===== src/rtl/trng_pkg.sv =====
// rtl/trng_pkg.sv - default constants and width helper for the TRNG word packer
package trng_pkg;

  localparam int TRNG_WORD_W     = 8;
  localparam int TRNG_FIFO_DEPTH = 4;
  localparam int TRNG_RCT_CUTOFF = 32;

  // Width of a counter that must be able to hold the value n itself.
  function automatic int trng_cnt_w(input int n);
    return $clog2(n) + 1;
  endfunction

endpackage


===== src/rtl/trng_sync_fifo.sv =====
// rtl/trng_sync_fifo.sv - first-word-fall-through synchronous FIFO with flush
module trng_sync_fifo
  import trng_pkg::*;
#(
  parameter int W     = TRNG_WORD_W,
  parameter int DEPTH = TRNG_FIFO_DEPTH,
  localparam int PW   = $clog2(DEPTH),
  localparam int CW   = trng_cnt_w(DEPTH)
) (
  input  logic          clk,
  input  logic          rst,
  input  logic          flush,
  input  logic          push,
  input  logic [W-1:0]  push_data,
  input  logic          pop,
  output logic [W-1:0]  pop_data,
  output logic [CW-1:0] count,
  output logic          full,
  output logic          empty
);

  logic [W-1:0]  mem_q [DEPTH];
  logic [W-1:0]  mem_d [DEPTH];
  logic [PW-1:0] wr_ptr_q, wr_ptr_d;
  logic [PW-1:0] rd_ptr_q, rd_ptr_d;
  logic [CW-1:0] count_q, count_d;
  logic          push_ok, pop_ok;

  assign full     = (count_q == CW'(DEPTH));
  assign empty    = (count_q == '0);
  assign count    = count_q;
  assign pop_data = mem_q[rd_ptr_q];

  // A full FIFO still accepts a push when the head leaves on the same edge.
  assign pop_ok  = pop && !empty;
  assign push_ok = push && (!full || pop_ok);

  always_comb begin
    mem_d    = mem_q;
    wr_ptr_d = wr_ptr_q;
    rd_ptr_d = rd_ptr_q;
    count_d  = count_q;
    if (flush) begin
      wr_ptr_d = '0;
      rd_ptr_d = '0;
      count_d  = '0;
    end else begin
      if (push_ok) begin
        mem_d[wr_ptr_q] = push_data;
        wr_ptr_d        = wr_ptr_q + PW'(1);
      end
      if (pop_ok) begin
        rd_ptr_d = rd_ptr_q + PW'(1);
      end
      unique case ({push_ok, pop_ok})
        2'b10:   count_d = count_q + CW'(1);
        2'b01:   count_d = count_q - CW'(1);
        default: count_d = count_q;
      endcase
    end
  end

  always_ff @(posedge clk) begin
    if (rst) begin
      for (int i = 0; i < DEPTH; i++) mem_q[i] <= '0;
      wr_ptr_q <= '0;
      rd_ptr_q <= '0;
      count_q  <= '0;
    end else begin
      mem_q    <= mem_d;
      wr_ptr_q <= wr_ptr_d;
      rd_ptr_q <= rd_ptr_d;
      count_q  <= count_d;
    end
  end

endmodule


===== src/rtl/trng_word_packer.sv =====
// rtl/trng_word_packer.sv - packs debiased bits MSB-first into buffered words
// Optional repetition-count health test enabled by TRNG_REPETITION_TEST_EN.
module trng_word_packer
  import trng_pkg::*;
#(
  parameter int WORD_W     = TRNG_WORD_W,
  parameter int FIFO_DEPTH = TRNG_FIFO_DEPTH,
  parameter int RCT_CUTOFF = TRNG_RCT_CUTOFF,
  localparam int CW        = trng_cnt_w(FIFO_DEPTH)
) (
  input  logic              clk,
  input  logic              rst,
  input  logic              bit_in,
  input  logic              bit_valid,
  input  logic              word_ready,
  output logic [WORD_W-1:0] word_data,
  output logic              word_valid,
  output logic [CW-1:0]     fifo_count,
  output logic              overflow,
  output logic              health_fail
);

  localparam int BW = $clog2(WORD_W);

  logic [WORD_W-2:0] shift_q, shift_d;
  logic [BW-1:0]     bit_cnt_q, bit_cnt_d;
  logic              overflow_q, overflow_d;
  logic [WORD_W-1:0] next_word;
  logic              accept, trip, halted;
  logic              fifo_push, fifo_pop, fifo_flush, fifo_full, fifo_empty;

`ifdef TRNG_REPETITION_TEST_EN
  localparam int RW = trng_cnt_w(RCT_CUTOFF);

  logic [RW-1:0] run_cnt_q, run_cnt_d;
  logic          last_bit_q, last_bit_d;
  logic          health_fail_q, health_fail_d;

  always_comb begin
    run_cnt_d     = run_cnt_q;
    last_bit_d    = last_bit_q;
    health_fail_d = health_fail_q;
    trip          = 1'b0;
    if (accept) begin
      last_bit_d = bit_in;
      if (run_cnt_q == '0 || bit_in != last_bit_q) begin
        run_cnt_d = RW'(1);
      end else if (run_cnt_q < RW'(RCT_CUTOFF)) begin
        run_cnt_d = run_cnt_q + RW'(1);
      end
      if (run_cnt_d == RW'(RCT_CUTOFF)) begin
        trip          = 1'b1;
        health_fail_d = 1'b1;
      end
    end
  end

  always_ff @(posedge clk) begin
    if (rst) begin
      run_cnt_q     <= '0;
      last_bit_q    <= 1'b0;
      health_fail_q <= 1'b0;
    end else begin
      run_cnt_q     <= run_cnt_d;
      last_bit_q    <= last_bit_d;
      health_fail_q <= health_fail_d;
    end
  end

  assign halted      = health_fail_q;
  assign health_fail = health_fail_q;
`else
  assign trip        = 1'b0;
  assign halted      = 1'b0;
  assign health_fail = 1'b0;
`endif

  assign accept    = bit_valid && !halted;
  assign next_word = {shift_q, bit_in};
  assign fifo_pop  = word_ready && !fifo_empty;

  always_comb begin
    shift_d    = shift_q;
    bit_cnt_d  = bit_cnt_q;
    overflow_d = overflow_q;
    fifo_push  = 1'b0;
    fifo_flush = 1'b0;
    if (accept) begin
      shift_d = next_word[WORD_W-2:0];
      if (bit_cnt_q == BW'(WORD_W - 1)) begin
        bit_cnt_d = '0;
        fifo_push = 1'b1;
      end else begin
        bit_cnt_d = bit_cnt_q + BW'(1);
      end
    end
    // A tripping bit discards everything, including a word it would complete.
    if (trip) begin
      shift_d    = '0;
      bit_cnt_d  = '0;
      fifo_push  = 1'b0;
      fifo_flush = 1'b1;
    end
    if (fifo_push && fifo_full && !fifo_pop) begin
      overflow_d = 1'b1;
    end
  end

  always_ff @(posedge clk) begin
    if (rst) begin
      shift_q    <= '0;
      bit_cnt_q  <= '0;
      overflow_q <= 1'b0;
    end else begin
      shift_q    <= shift_d;
      bit_cnt_q  <= bit_cnt_d;
      overflow_q <= overflow_d;
    end
  end

  trng_sync_fifo #(
    .W     (WORD_W),
    .DEPTH (FIFO_DEPTH)
  ) u_fifo (
    .clk       (clk),
    .rst       (rst),
    .flush     (fifo_flush),
    .push      (fifo_push),
    .push_data (next_word),
    .pop       (fifo_pop),
    .pop_data  (word_data),
    .count     (fifo_count),
    .full      (fifo_full),
    .empty     (fifo_empty)
  );

  assign word_valid = !fifo_empty;
  assign overflow   = overflow_q;

endmodule

===== config.mk =====
export PLATFORM = sky130hd
export DESIGN_NAME = trng_word_packer
export DESIGN_NICKNAME = d
export VERILOG_FILES = /design/src/rtl/trng_pkg.sv /design/src/rtl/trng_sync_fifo.sv /design/src/rtl/trng_word_packer.sv
export SDC_FILE = /design/constraint.sdc
export NUM_CORES = 1
export LEC_CHECK = 0
export BUFFER_PORTS_ARGS = -buffer_cell sky130_fd_sc_hd__buf_4
export CAP_MARGIN = 10
export CORE_UTILIZATION = 40
export DETAILED_ROUTE_END_ITERATION = 16
export SETUP_SLACK_MARGIN = 0.2
export SYNTH_ARGS = -nofsm -noshare
export SYNTH_HDL_FRONTEND = slang
export SYNTH_SLANG_ARGS = --single-unit

===== constraint.sdc =====
create_clock -name clk -period 8.5 [get_ports clk]
set_clock_uncertainty 0.2 [all_clocks]
set_input_delay 1.7 -clock clk [delete_from_list [all_inputs] [get_ports clk]]
set_output_delay 1.7 -clock clk [all_outputs]
set_load 0.005 [all_outputs]

==> run summary <==
max-slew violation count -> 0
Pre-Repair DR Iteration Count -> 4
vias in the first global route -> 1,446
HP Class -> flip-flop to flip-flop
CTS max path bufs -> 2
# DRC -> 0
maximum VDD drop -> 0.0949 mV
core area -> 5540 sq um
htree depth -> 2
via count -> 1,466
hold-fix buffer count after cts -> 0
Yosys cell types -> 31
r2r startpoint -> u_fifo.count[0]
R2R cell count -> 9
Fillers -> 537
worst slew pin tran -> 0.683 ns
RSZ-0062 raised after global routing -> false
multi-input logic area -> 1230 sq um
Setup CP Type -> input pin to flip-flop
Power Density -> 173 nW/um^2
maxcap violations -> 0
port buffer count -> 17
syn avg cell area -> 10.9 sq um
status -> completed
Ys Warns -> 0
Nets -> 236
clock slew at reported path FFs -> 0.08 ns
CP endpoint kind -> flip-flop
Max FO, Critical Path -> 8
top area cells in the synthesized netlist -> dfxtp_1 43%, mux2i_1 17%, nand2b_1 11%
post_cts resized -> 0
Yosys top cell by area -> dfxtp_1
Row Count -> 27
worst r2r dst -> u_fifo.count[2]
Post-Syn Area -> 2330 sq um
placer congestion estimate -> 0.688
Post-CTS Setup Bufs -> 0
Initial Util -> 42.0%
Rel. slew slack -> 54.4%
Fin. Hold Viols -> 0
synth-to-layout area growth -> 12.3%
drt initial violations -> 40
arrival time of the worst setup path -> 3.91 ns
Final setup viols -> 0
static leakage -> 1.10 nW
routed length per instance -> 14.2 microns
Worst setup SP type -> input pin
register area -> 1000 sq um
root buffer cell -> clkbuf_8
Syn Nets -> 226
crit path from -> word_ready
WP data required -> 8.53 ns
placed insts -> 288
Die W -> 78.3 microns
# clock sinks -> 50
CTS Buf Count -> 5
antenna cells -> 0
CTS tree -> yes
Via-to-Cell Ratio -> 4.95
Ports -> 19
DRT Wirelength -> 4210 microns
#FFs+latches synth -> 50
Fmax achieved -> 0.258 GHz
die height -> 78.3 microns
setup TNS -> 0 ns
Synth top area share -> 43.0%
layout cell share with drive strength beyond 1 -> 17.9%
Synth Instances -> 213
ANT nets after route -> 0
clock latency on the worst-skew pair -> 0.31 ns
FF-to-FF setup slack -> 5.70 ns
sequential fraction of the synthesis area -> 43.0%
fin crit share -> 45.6%
GR Util All Layers -> 15.6%
grt total ovfl -> 0
die area -> 6130 sq um
Tmin final -> 3.88 ns
pin count of the biggest net entering global routing -> 60
first-pass GRT wire length -> 7130 microns
CP endpoint -> u_fifo.count[2]
fin cells -> 296
initial antenna violation count -> 0
Final HPWL DP -> 2670 microns
==> registers in the layout, summed over array words and instances, names as in the netlist <==
register,count
bit_cnt_q,3
overflow,1
shift_q,7
u_fifo.count,3
u_fifo.mem_q,32
u_fifo.rd_ptr_q,2
u_fifo.wr_ptr_q,2
==> worst max-delay path, cell delays in order <==
cell,delay (ns)
buf_4,0.12
or4b_1,0.63
nor2b_1,0.21
inv_1,0.06
ha_1,0.16
inv_1,0.06
fa_1,0.37
xor2_1,0.16
or3_1,0.30
a21oi_1,0.14
==> Yosys cell counts (all sizes together) <==
library cell  instances
dfxtp                50
mux2i                40
nand2b               40
nor2                 17
clkbuf                9
mux4                  8
ha                    7
inv                   7
a21oi                 5
buf                   5
nand4                 4
xor2                  3
nand2                 2
or3                   2
a31o                  1
and4                  1
conb                  1
fa                    1
mux2                  1
nand3b                1
nor2b                 1
nor3b                 1
o21ai                 1
o21ba                 1
o311ai                1
o31a                  1
or4b                  1
xnor2                 1
==> power by group <==
| group | total [mW] | internal (mW) | switching (mW) |
|---|---|---|---|
| clock network | 0.202 | 0.125 | 0.0769 |
| registers | 0.236 | 0.235 | 0.000940 |
| logic | 0.0138 | 0.00639 | 0.00736 |
==> layout by cell type (no fill, tap or decap) <==
| master | n |
|---|---|
| a31o_2 | 1 |
| xnor2_1 | 1 |
| o31a_2 | 1 |
| mux4_2 | 8 |
| fa_1 | 1 |
| nand4_2 | 3 |
| mux2i_1 | 40 |
| clkbuf_8 | 6 |
| ha_1 | 7 |
| or4b_1 | 1 |
| inv_1 | 7 |
| and4_4 | 1 |
| o21ai_0 | 1 |
| or3_1 | 2 |
| o311ai_0 | 1 |
| nand3b_1 | 1 |
| conb_1 | 1 |
| a21oi_1 | 5 |
| xor2_1 | 3 |
| mux2_1 | 1 |
| nand2_1 | 2 |
| nor3b_1 | 1 |
| nor2b_1 | 1 |
| o21ba_2 | 1 |
| buf_4 | 17 |
| bufinv_16 | 2 |
| nand2b_1 | 40 |
| nand4_1 | 1 |
| nor2_1 | 17 |
| dfxtp_1 | 50 |
==> area by class of cell <==
| class | instances | share of cell area (%) |
|---|---|---|
| timing repair buffer | 17 | 4.88 |
| multi-input combinational | 142 | 46.9 |
| clock buffer | 6 | 3.16 |
| tap | 72 | 3.45 |
| clock inverter | 2 | 2.30 |
| sequential | 50 | 38.3 |
| inverter | 7 | 1.01 |
==> worst min path at each step <==
stage,to,slack (ns),cells past startpoint,from
CTS,bit_cnt_q[1],0.27,2,bit_cnt_q[1]
global route,bit_cnt_q[1],0.29,2,bit_cnt_q[1]
finish,bit_cnt_q[1],0.27,2,bit_cnt_q[1]
floorplan,bit_cnt_q[1],0.24,2,bit_cnt_q[1]
detailed placement,bit_cnt_q[1],0.26,2,bit_cnt_q[1]
global placement,u_fifo.mem_q[1],0.26,2,u_fifo.mem_q[1]
==> cells by family after synthesis <==
| group | after synthesis | synth area share [%] |
|---|---|---|
| XOR/XNOR | 4 | 1.51 |
| AO/OA/AOI/OAI | 10 | 2.90 |
| adder cells (fa/ha/maj) | 8 | 4.62 |
| flip-flops | 50 | 43.0 |
| multiplexers | 49 | 25.4 |
| buffers and inverters | 21 | 4.30 |
| AND/OR/NAND/NOR | 70 | 18.1 |
| other | 1 | 0.161 |
==> per-layer routing <==
metal | vias to the layer above | global-route usage (%) | wire [microns]
met1 | 702 | 20.0 | 2040
met5 | - | 0 | 0
li1 | 743 | - | -
met4 | 0 | 6.11 | 37
met2 | 17 | 24.9 | 2010
met3 | 4 | 4.19 | 123
==> metrics by stage <==
stage | area (sq um) | util [%] | total power [mW] | setup slack, ns | hold slack, ns
2_1_floorplan | 2330 | - | 0.253 | 4.58 | 0.244
3_5_place_dp | 2470 | 44.6 | 0.256 | 4.32 | 0.257
4_1_cts | 2610 | 47.2 | 0.461 | 4.63 | 0.271
3_3_place_gp | 2470 | 44.6 | 0.256 | 4.35 | 0.255
6_report | 2610 | 47.2 | 0.452 | 4.62 | 0.270
5_1_grt | 2610 | 47.2 | 0.472 | 4.52 | 0.289
No activity file was read; power rests on OpenSTA's default activity.
